===== src/rtl/bnn_layer_seq.sv =====
// Time-multiplexed binary neural network layer: one XNOR-popcount neuron per cycle.
// Optional argmax tracker enabled by defining BNN_ARGMAX_EN.
module bnn_layer_seq #(
  parameter int unsigned NUM_IN      = 8,
  parameter int unsigned NUM_NEURONS = 4,
  localparam int unsigned PW = $clog2(NUM_IN + 1),
  localparam int unsigned AW = $clog2(NUM_NEURONS)
) (
  input  logic                   clk,
  input  logic                   rst_n,
  input  logic                   cfg_valid,
  output logic                   cfg_ready,
  input  logic                   cfg_is_thr,
  input  logic [AW-1:0]          cfg_addr,
  input  logic [NUM_IN-1:0]      cfg_data,
  input  logic                   in_valid,
  output logic                   in_ready,
  input  logic [NUM_IN-1:0]      in_data,
  output logic                   out_valid,
  input  logic                   out_ready,
  output logic [NUM_NEURONS-1:0] out_bits,
  output logic [AW-1:0]          out_argmax,
  output logic                   busy
);

  typedef enum logic [1:0] {StIdle, StCompute, StDone} state_e;

  localparam logic [PW-1:0] ThrRst  = PW'((NUM_IN + 1) / 2);
  localparam logic [AW-1:0] LastIdx = AW'(NUM_NEURONS - 1);

  state_e                 state_q, state_d;
  logic [AW-1:0]          cnt_q;
  logic [NUM_IN-1:0]      x_q;
  logic [NUM_IN-1:0]      weights_q [NUM_NEURONS];
  logic [PW-1:0]          thr_q [NUM_NEURONS];
  logic [NUM_NEURONS-1:0] res_q;
  logic                   out_valid_q, busy_q;
  logic [NUM_IN-1:0]      match;
  logic [PW-1:0]          pop;
  logic                   cfg_fire, in_fire, cfg_hit, computing;

  assign cfg_ready = (state_q == StIdle);
  // A config write takes priority; the input waits a cycle.
  assign in_ready  = (state_q == StIdle) && !cfg_valid;
  assign cfg_fire  = cfg_valid && cfg_ready;
  assign in_fire   = in_valid && in_ready;
  assign cfg_hit   = 32'(cfg_addr) < NUM_NEURONS;
  assign computing = (state_q == StCompute);

  assign match = ~(x_q ^ weights_q[cnt_q]);

  always_comb begin
    pop = '0;
    for (int i = 0; i < NUM_IN; i++) begin
      pop = pop + PW'(match[i]);
    end
  end

  always_comb begin
    state_d = state_q;
    unique case (state_q)
      StIdle:    if (in_fire) state_d = StCompute;
      StCompute: if (cnt_q == LastIdx) state_d = StDone;
      StDone:    if (out_ready) state_d = StIdle;
      default:   state_d = StIdle;
    endcase
  end

  always_ff @(posedge clk or negedge rst_n) begin
    if (!rst_n) begin
      state_q     <= StIdle;
      cnt_q       <= '0;
      x_q         <= '0;
      res_q       <= '0;
      out_valid_q <= 1'b0;
      busy_q      <= 1'b0;
    end else begin
      state_q     <= state_d;
      out_valid_q <= (state_d == StDone);
      busy_q      <= (state_d != StIdle);
      if (in_fire) begin
        x_q   <= in_data;
        res_q <= '0;
        cnt_q <= '0;
      end else if (computing) begin
        res_q[cnt_q] <= (pop >= thr_q[cnt_q]);
        cnt_q        <= (cnt_q == LastIdx) ? '0 : cnt_q + AW'(1);
      end
    end
  end

  always_ff @(posedge clk or negedge rst_n) begin
    if (!rst_n) begin
      for (int k = 0; k < NUM_NEURONS; k++) begin
        weights_q[k] <= '0;
        thr_q[k]     <= ThrRst;
      end
    end else if (cfg_fire && cfg_hit) begin
      if (cfg_is_thr) thr_q[cfg_addr] <= cfg_data[PW-1:0];
      else            weights_q[cfg_addr] <= cfg_data;
    end
  end

`ifdef BNN_ARGMAX_EN
  logic [PW-1:0] max_q;
  logic [AW-1:0] arg_q;

  // Strictly-greater update keeps the lowest index on ties.
  always_ff @(posedge clk or negedge rst_n) begin
    if (!rst_n) begin
      max_q <= '0;
      arg_q <= '0;
    end else if (in_fire) begin
      max_q <= '0;
      arg_q <= '0;
    end else if (computing && (pop > max_q)) begin
      max_q <= pop;
      arg_q <= cnt_q;
    end
  end

  assign out_argmax = arg_q;
`else
  assign out_argmax = '0;
`endif

  assign out_valid = out_valid_q;
  assign out_bits  = res_q;
  assign busy      = busy_q;

endmodule


===== config.mk =====
export PLATFORM = sky130hd
export DESIGN_NAME = bnn_layer_seq
export DESIGN_NICKNAME = d
export VERILOG_FILES = /design/src/rtl/bnn_layer_seq.sv
export SDC_FILE = /design/constraint.sdc
export NUM_CORES = 1
export LEC_CHECK = 0
export CAP_MARGIN = 10
export CORE_ASPECT_RATIO = 1.5
export CORE_MARGIN = 2
export CORE_UTILIZATION = 60
export DETAILED_ROUTE_END_ITERATION = 12
export PLACE_DENSITY = 0.91
export SYNTH_ARGS = -nofsm -noshare
export SYNTH_HDL_FRONTEND = slang
export SYNTH_SLANG_ARGS = --single-unit

===== constraint.sdc =====
create_clock -name clk -period 9.75 [get_ports clk]
set_input_delay 1.95 -clock clk [delete_from_list [all_inputs] [get_ports clk]]
set_output_delay 1.95 -clock clk [all_outputs]
set_load 0.01 [all_outputs]

==> key figures <==
Outcome
  • Status: completed

STA
  • Setup Viol. Count Final: 0
  • Tcrit/Tclk final: 53.2%
  • RSZ-0062 raised after global routing: no
  • Worst Clk Skew: 8.46 ps
  • Setup TNS: 0 ps
  • Final setup margin: 4570 ps
  • Worst-margin pin slew: 794 ps
  • Slew HR: 46.8%
  • Fin crit period: 5180 ps
  • Max Freq: 193 MHz
  • Slew Limit Fails: 0
  • Final hold violation count: 0

Flow run
  • Max-Cap Viols: 0

Cells and area
  • FILL cells: 354
  • Synth-to-layout area growth: 16.5%
  • Layout net count: 300
  • Share of cells above drive strength 1: 36.8%
  • Antenna Cells: 0
  • Finished Core Util: 71.6%

Route
  • Met3 Routed Length: 214 um
  • Metal2 WL: 3.19 mm
  • Routed vias: 1914
  • DRT antenna net count: 0
  • # DRC: 0
  • Initial DRC count: 151
  • Top Metal Used: met4
  • Routed len/inst: 17.6 um
  • Routed WL: 5.90 mm
  • First drt pass iteration count: 4
  • Metal1 wirelength: 2.39 mm
  • Drt via density: 5.70

Floorplanning
  • # rows: 33
  • Die area: 6160 sq um
  • # IOs: 34
  • CORE AREA: 5410 sq um
  • Die Span X: 64.8 um
  • Die Ht: 95.2 um
  • Initial Util: 61.4%

Place
  • # port buffers: 31
  • Pre-CTS setup slack: 4550 ps
  • DP HPWL: 4.11 mm
  • Gpl congestion: 0.769

Global routing
  • Vias in the first global route: 2057
  • Initial antenna violation count: 0
  • Global-route wire length before repair: 9.88 mm
  • Gr usage total: 22.0%
  • Largest net degree at the start of global routing: 67
  • Total grt overflow: 0

Clock tree
  • Root buf cell: clkbuf_8
  • CTS tree: done
  • Worst skew pair latency: 350 ps
  • CTS sink cnt: 66
  • Hold Buf Count CTS: 0
  • H-tree depth: 3
  • Inserted Clock Buffers: 9
  • Clock Pin Slew Worst Setup and Hold Paths: 70 ps
  • Setup Buffers After CTS: 0
  • Maximum clock path buffer count: 2
  • CTS resizes: 0

Critical path
  • Worst path top cell family by delay: buffers and inverters
  • Most frequent CP cell: clkdlybuf4s50_1
  • CP max FO: 7
  • CP arrival: 3230 ps
  • Buffers plus inverters on the worst setup path: 2
  • Highest-delay cell along the critical path: clkdlybuf4s50_1
  • Crit end category: primary output
  • Crit Path Category: in2out
  • CP peak stage delay: 560 ps
  • Worst Path Required: 7800 ps
  • Cells along the critical path: clkdlybuf4s50_1 > nor3_1 > clkdlybuf4s50_1
  • CP Launch Type: primary input

Synth
  • Yosys cell types: 38
  • Synth Warn #: 0
  • Seq/Total Area, Yosys: 49.8%
  • Synth Area per Inst: 14.8 sq um
  • Top FF cell, synth: dfrtp_1
  • Cells after Synth: 225
  • Async SR Flop Fraction: 100%
  • EDFF count, synth: 0
  • Mapped Area: 3320 sq um
  • Seq cells post-synth: 66

Worst hold path
  • Worst hold path type: reg2reg
## layout by cell type, fill, tap and decap left out, types with 3 or more instances in the layout
master,Yosys,final
buf_4,3,3
xor2_1,4,4
mux2_4,16,16
dfrtp_1,62,62
mux2_2,40,40
xnor2_1,5,5
clkbuf_8,0,9
a21oi_1,8,8
inv_1,13,13
clkdlybuf4s50_1,0,30
a311oi_1,4,4
nor2_1,6,6
mux4_2,12,12
fa_1,4,4
ha_1,11,11
nand2_1,4,4
dfstp_2,4,4
## metal layers
metal | vias up | GRT usage, %
met2 | 45 | 37.7
met5 | - | 0
met1 | 977 | 26.0
met3 | 9 | 5.79
li1 | 883 | -
met4 | 0 | 9.22
## logic make-up after synthesis
family          count (synthesis)  synth area share (%)
flops                          66                  49.8
fa+ha+maj                      15                  6.55
buf+inv                        23                  3.43
xor+xnor                        9                  2.37
other cells                     1                 0.113
simple gates                   26                  5.31
mux                            68                  28.9
compound gates                 17                  3.46
## area by class of cell
cell class / count / area, sq um / share of cell area (%)
inverter: 13 / 48.8 / 1.26
sequential: 66 / 1660 / 42.8
multi-input combinational: 137 / 1560 / 40.2
clock buffer: 10 / 128 / 3.30
timing repair buffer: 34 / 328 / 8.47
tap: 70 / 87.6 / 2.26
clock inverter: 6 / 67.6 / 1.74
## through the flow
step	hold slack, ps	instances	instance area (sq um)
2_1_floorplan	475	226	3330
3_3_place_gp	484	320	3680
3_5_place_dp	491	320	3680
4_1_cts	507	336	3870
5_1_grt	516	336	3870
6_report	507	336	3870
## registers in the layout, summed over array words and instances (netlist names)
name,flops
x_q,8
out_valid,1
weights_q,32
cnt_q,2
thr_q,16
busy,1
state_q,2
out_bits,4
## worst register-to-register path, delay by kind of cell (launching register included)
kind	cells	cell delay, ps
compound gates	3	610
xor+xnor	2	310
fa+ha+maj	6	2390
buf+inv	3	190
flops	1	780
mux	1	420
## path summary, 6_finish.rpt
| check | cells past startpoint | endpoint | from | slack, ps |
|---|---|---|---|---|
| min | 1 | weights_q[5] | weights_q[5] | 510 |
| max in group asynchronous | 2 | cnt_q[0] | rst_n | 7450 |
| min reg2reg | 1 | weights_q[5] | weights_q[5] | 510 |
| max reg2reg | 15 | out_bits[0] | cnt_q[1] | 4970 |
| min in group asynchronous | 2 | x_q[0] | rst_n | 1770 |
| max | 3 | in_ready | cfg_valid | 4570 |
## Yosys cell counts, types with 5 or more instances
master / instances / area, sq um
mux4_2: 12 / 270
mux2_4: 16 / 240
inv_1: 13 / 48.8
ha_1: 11 / 138
dfrtp_1: 62 / 1550
mux2_2: 40 / 450
xnor2_1: 5 / 43.8
nor2_1: 6 / 22.5
a21oi_1: 8 / 40.0
Power is not shown: default switching activity piles up to over one toggle a cycle in this logic, so the estimate is an artifact.
